<file path="src/rtl/vga_scan_reader.sv">
// vga_scan_reader: VGA raster timing generator that fetches one framebuffer pixel per active position
// and presents sync, data-enable and colour aligned to the fixed memory read latency.
module vga_scan_reader #(
    parameter int          H_ACTIVE  = 640,
    parameter int          H_FP      = 16,
    parameter int          H_SYNC    = 96,
    parameter int          H_BP      = 48,
    parameter int          V_ACTIVE  = 480,
    parameter int          V_FP      = 10,
    parameter int          V_SYNC    = 2,
    parameter int          V_BP      = 33,
    parameter bit          SYNC_POL  = 1'b0,
    parameter int          RD_LAT    = 2,
    parameter logic [31:0] BASE_ADDR = 32'h0
) (
    input  logic        i_clk,
    input  logic        i_reset_n,
    input  logic        i_enable,
    output logic        o_rdEn,
    output logic [31:0] o_rdAddr,
    input  logic [31:0] i_rdData,
    output logic        o_hsync,
    output logic        o_vsync,
    output logic        o_de,
    output logic [3:0]  o_red,
    output logic [3:0]  o_green,
    output logic [3:0]  o_blue,
    output logic        o_frameStart
);
    localparam logic [15:0] H_ACT  = 16'(H_ACTIVE);
    localparam logic [15:0] H_SS   = 16'(H_ACTIVE + H_FP);
    localparam logic [15:0] H_SE   = 16'(H_ACTIVE + H_FP + H_SYNC);
    localparam logic [15:0] H_LAST = 16'(H_ACTIVE + H_FP + H_SYNC + H_BP - 1);
    localparam logic [15:0] V_ACT  = 16'(V_ACTIVE);
    localparam logic [15:0] V_SS   = 16'(V_ACTIVE + V_FP);
    localparam logic [15:0] V_SE   = 16'(V_ACTIVE + V_FP + V_SYNC);
    localparam logic [15:0] V_LAST = 16'(V_ACTIVE + V_FP + V_SYNC + V_BP - 1);
    // stage bits: [3]=frame start, [2]=vsync, [1]=hsync, [0]=active
    localparam logic [3:0]  IDLE   = {1'b0, ~SYNC_POL, ~SYNC_POL, 1'b0};

    logic                  running;
    logic [15:0]           hcnt, vcnt, hNext, vNext;
    logic                  hWrap;
    logic [3:0]            nextStage;
    logic [RD_LAT:0][3:0]  pipe;
    logic [3:0]            outStage;
    logic                  unusedBits;

    assign unusedBits = ^i_rdData[31:12];
    assign o_rdEn     = pipe[0][0];
    assign outStage   = pipe[RD_LAT];

    // The position is computed one clock ahead so the registered read strobe and
    // address line up with the counter value they belong to.
    always_comb begin
        hWrap     = hcnt == H_LAST;
        hNext     = (!running || hWrap) ? 16'd0 : hcnt + 16'd1;
        vNext     = !running ? 16'd0 : !hWrap ? vcnt : (vcnt == V_LAST) ? 16'd0 : vcnt + 16'd1;
        nextStage = {hNext == 16'd0 && vNext == 16'd0,
                     (vNext >= V_SS && vNext < V_SE) ? SYNC_POL : ~SYNC_POL,
                     (hNext >= H_SS && hNext < H_SE) ? SYNC_POL : ~SYNC_POL,
                     hNext < H_ACT && vNext < V_ACT};
    end

    always_ff @(posedge i_clk or negedge i_reset_n) begin
        if (!i_reset_n) begin
            running      <= 1'b0;
            hcnt         <= 16'd0;
            vcnt         <= 16'd0;
            o_rdAddr     <= BASE_ADDR;
            pipe         <= {(RD_LAT + 1){IDLE}};
            o_de         <= 1'b0;
            o_hsync      <= ~SYNC_POL;
            o_vsync      <= ~SYNC_POL;
            o_frameStart <= 1'b0;
            {o_red, o_green, o_blue} <= 12'h0;
        end else begin
            running      <= i_enable;
            hcnt         <= i_enable ? hNext : 16'd0;
            vcnt         <= i_enable ? vNext : 16'd0;
            o_rdAddr     <= (!i_enable || nextStage[3]) ? BASE_ADDR : o_rdEn ? o_rdAddr + 32'd4 : o_rdAddr;
            pipe         <= i_enable ? {pipe[RD_LAT-1:0], nextStage} : {(RD_LAT + 1){IDLE}};
            o_de         <= i_enable && outStage[0];
            o_hsync      <= i_enable ? outStage[1] : ~SYNC_POL;
            o_vsync      <= i_enable ? outStage[2] : ~SYNC_POL;
            o_frameStart <= i_enable && outStage[3];
            {o_red, o_green, o_blue} <= (i_enable && outStage[0]) ? i_rdData[11:0] : 12'h0;
        end
    end
endmodule

</file>
<file path="config.mk">
export PLATFORM = sky130hd
export DESIGN_NAME = vga_scan_reader
export DESIGN_NICKNAME = d
export VERILOG_FILES = /design/src/rtl/vga_scan_reader.sv
export SDC_FILE = /design/constraint.sdc
export NUM_CORES = 1
export LEC_CHECK = 0
export BUFFER_PORTS_ARGS = -buffer_cell sky130_fd_sc_hd__buf_2
export CAP_MARGIN = 20
export CORE_AREA = 4 4 146 78
export CTS_CLUSTER_SIZE = 14
export DETAILED_ROUTE_END_ITERATION = 7
export DIE_AREA = 0 0 150 82
export GPL_TIMING_DRIVEN = 1
export HOLD_SLACK_MARGIN = 0.08
export MAX_ROUTING_LAYER = met4
export PLACE_DENSITY = 0.75
export SKIP_LAST_GASP = 1
export SLEW_MARGIN = 20
export SYNTH_ARGS = -nofsm -noshare
export SYNTH_HDL_FRONTEND = slang
export SYNTH_SLANG_ARGS = --single-unit
</file>
<file path="constraint.sdc">
create_clock -name i_clk -period 2.8 [get_ports i_clk]
set_input_delay 0.28 -clock i_clk [delete_from_list [all_inputs] [get_ports i_clk]]
set_output_delay 0.28 -clock i_clk [all_outputs]
set_load 0.01 [all_outputs]
</file>
==> out/qor.json <==
{
  "status": {
    "outcome": "finished with violations",
    "failing_checks": "setup timing"
  },
  "global_routing": {
    "antenna_found_initial": 0,
    "use_met2_pct": 31.8,
    "grt_pass1_vias": 3733,
    "maximum_number_of_pins_on_one_net_before_global_route_repair": 58,
    "grt_overflow": 0,
    "grt_first_pass_wirelength_mm": 18.2,
    "gr-max-usage-layer": "met2",
    "groute.layer.met3.usage_pct": 4.13,
    "grt_use_total_pct": 19.3,
    "grt_use_met1_pct": 24.8
  },
  "timing": {
    "final.period_utilization_pct": 101,
    "hold_slack_ps": 159,
    "worst-slew-pin-transition_ps": 724,
    "final_hold_viols": 0,
    "final-setup-viol-count": 12,
    "timing.slew.headroom_pct": 51.7,
    "grt_setup_unrepaired": "true",
    "fmax_mhz": 353,
    "final-max-slew-violation-count": 0,
    "timing.clock.skew_ps": 5.95,
    "post-route-min-period_ps": 2830,
    "timing.final.ws_setup_ps": -31.7
  },
  "synth": {
    "edff_count_synth": 0,
    "combined_area_of_all_synthesized_cells_um2": 5030,
    "yosysTopAreaCellShare_pct": 41.3,
    "post-synth-top-area-cell": "dfrtp_1",
    "synth_flop_cell": "dfrtp_1",
    "netlist_top_cells_area": "dfrtp_1 (41%), xnor2_1 (6.6%), a21oi_2 (5.2%)",
    "netlist_instances": 509,
    "synth-async-reset-ratio_pct": 100,
    "postSynthRegisterBits": 91,
    "avgSynthCellArea_um2": 9.88,
    "synthDistinctLibCells": 68,
    "seq_area_frac_synth_pct": 45.5,
    "synth-warning-count": 0
  },
  "run": {
    "cap_viol_max_count": 0
  },
  "routing": {
    "route.detailed.wl_per_inst_um": 15.3,
    "drt_first_iter_violations": 255,
    "route.antenna.remaining_nets": 0,
    "drt-pass1-iter-count": 4,
    "drcViolationCount": 0,
    "postRouteWirelength_mm": 11.4,
    "routed_via_density": 5.41,
    "num_vias": 4054
  },
  "clock_tree": {
    "cts_tree": "yes",
    "cts_htree_levels": 3,
    "path_clk_slew_ps": 70,
    "clk_path_buf_depth": 2,
    "clock_tree.root_cell": "clkbuf_16",
    "clk_latency_ps": 350,
    "numClockSinks": 91,
    "tritoncts.num_buffers": 9
  },
  "placement": {
    "detailedPlacementHpwl_mm": 7.42,
    "numPortBuffers": 61,
    "dp_cells": 729,
    "place_congestion": 0.923
  },
  "floorplanning": {
    "die_boundary_width_um": 150,
    "placeableCoreArea_um2": 10000,
    "fp.dieArea_um2": 12300,
    "die_h_um": 82,
    "io_pins": 84,
    "core.rowCount": 26,
    "starting_density_of_the_core_pct": 50.2
  },
  "power_and_ir_drop": {
    "p_leak_uw": 0.00281,
    "total_switching_power_uw": 663,
    "power.internal_uw": 2180,
    "share_seq_of_total_power_pct": 46.8,
    "pwr_density_cell_nw_per_um2": 461,
    "pwr-share-comb_pct": 5.4,
    "power_frac_clock_pct": 47.8,
    "netSwitchingFraction_pct": 23.3,
    "vdd_drop_max_uv": 280
  },
  "setup_path": {
    "setup.worst_path.start_class": "register",
    "worstPathArrival_ps": 3070,
    "cp_data_required_time_ps": 3030,
    "worst-setup-path-type": "register to register",
    "endpoint_kind": "register",
    "crit_fanout": 11
  },
  "final_layout": {
    "final_layout_size_suffix_gt1_share_pct": 31.8,
    "fin_nets": 644,
    "n_antenna_cell": 0,
    "syn2layout_area_growth_pct": 22.6,
    "fin_cells": 750
  },
  "hold_path": {
    "hp-class": "input pin to register"
  }
}
-- cell type report --
class                           count  area [um^2]
Clock inverter                      7          105
Tap cell                          140          175
Multi-Input combinational cell    383         2560
Sequential cell                    91         2290
Clock buffer                        9          225
Timing Repair Buffer              113          785
Inverter                            7         26.3
Fill cell                         807         3860
-- critical path: stages (launching register included) --
cell	delay, ps
dfrtp_1	380
or2_1	260
or4_4	530
or3_4	430
xnor2_4	140
o41a_4	380
nor4_4	150
buf_6	180
clkbuf_16	190
a21oi_2	60
-- per-stage QoR --
stage	total power [uW]	util [%]	TNS (ps)	worst slack (ps)	area (um^2)
4_1_cts	2850	60.3	-2510	-101	6040
2_1_floorplan	1430	-	-210	-21.0	5050
6_report	2840	61.5	-326	-31.7	6160
3_5_place_dp	1490	56.8	-1870	-108	5690
3_3_place_gp	1490	56.8	-23.7	-23.7	5690
5_1_grt	2930	61.5	-2270	-114	6160
-- flip-flops by register name (all words and copies together) (netlist names) --
signal / count
hcnt: 16
o_blue: 4
o_de: 1
o_frameStart: 1
o_green: 4
o_hsync: 1
o_rdAddr: 30
o_rdEn: 1
o_red: 4
o_vsync: 1
outStage: 4
pipe: 7
running: 1
vcnt: 16
-- cell usage in the layout, fill, tap and decap left out, drive strengths merged, types with 3 or more instances in the layout --
cell and instances:
clkbuf 11, o21ai 4, buf 110, and2 15, or4 3, nand3 21
nor4 3, nand4 17, nand2 64, nor4b 4, and4 9, dfrtp 83
nand4b 3, ha 4, or3 10, nor2 45, nor3 12, o21a 3
nand2b 7, xor2 19, xnor2 38, dfstp 8, inv 11, a21oi 37
and3 29, a31oi 5
-- layer usage --
layer / share of wire (%) / wire length (um)
met1: 47 / 5330
met2: 47 / 5350
met3: 5.3 / 612
met4: 1.2 / 143
met5: 0 / 0
-- final timing paths --
path                                   from          end  slack [ps]  cells after the start
worst max-delay path                hcnt[5]  o_rdAddr[9]         -30                      9
worst min-delay path            i_rdData[0]    o_blue[0]         160                      2
worst max register to register      hcnt[5]  o_rdAddr[9]         -30                      9
worst min register to register      pipe[3]      pipe[7]         470                      1
max in group asynchronous         i_reset_n      o_hsync        1550                      3
min in group asynchronous         i_reset_n      vcnt[1]         540                      2
-- repair_timing --
item                       4_1_cts  5_1_grt
setup endpoints to repair       31       31
gates cloned                     0        2
buffers inserted                 0        2
hold endpoints to repair        52        0
pin swaps                        0       16
resized for setup                2       10
hold buffers                     1        0
-- cells by family (layout without fill, tap and decap cells) --
| group | Yosys count | in the layout | share of synthesized area, % |
|---|---|---|---|
| XOR/XNOR | 57 | 57 | 9.93 |
| flip-flops | 91 | 91 | 45.5 |
| adder cells (fa/ha/maj) | 4 | 4 | 0.995 |
| other | 1 | 2 | 0.0746 |
| buffers and inverters | 36 | 136 | 4.90 |
| multiplexers | 4 | 4 | 0.846 |
| AO/OA/AOI/OAI | 67 | 67 | 11.0 |
| AND/OR/NAND/NOR | 249 | 249 | 26.8 |
-- power by group through the flow --
stage	combinational (uW)	clock (uW)	sequential, uW
finish	154	1360	1330
detailed placement	135	0	1360
global placement	134	0	1360
floorplan	69.8	0	1360
CTS	138	1380	1330
global route	168	1430	1330
-- cells in the mapped netlist (3+ instances only) --
| library cell | instances |
|---|---|
| dfrtp_1 | 83 |
| nor2_1 | 45 |
| o21a_1 | 3 |
| nand4b_1 | 3 |
| ha_1 | 4 |
| and4_1 | 8 |
| nand3_1 | 21 |
| or3_1 | 6 |
| dfstp_2 | 8 |
| buf_6 | 4 |
| nand4_1 | 17 |
| and2_1 | 13 |
| a31oi_1 | 5 |
| nor3_1 | 12 |
| clkbuf_8 | 5 |
| buf_2 | 3 |
| xor2_1 | 19 |
| xnor2_1 | 38 |
| and3_1 | 28 |
| a21oi_2 | 30 |
| or3_2 | 4 |
| nand2b_1 | 7 |
| nor4b_1 | 3 |
| o21ai_0 | 3 |
| inv_1 | 7 |
| a21oi_1 | 7 |
| clkbuf_1 | 13 |
| nand2_1 | 62 |
Power figures use the tool's default switching activity.
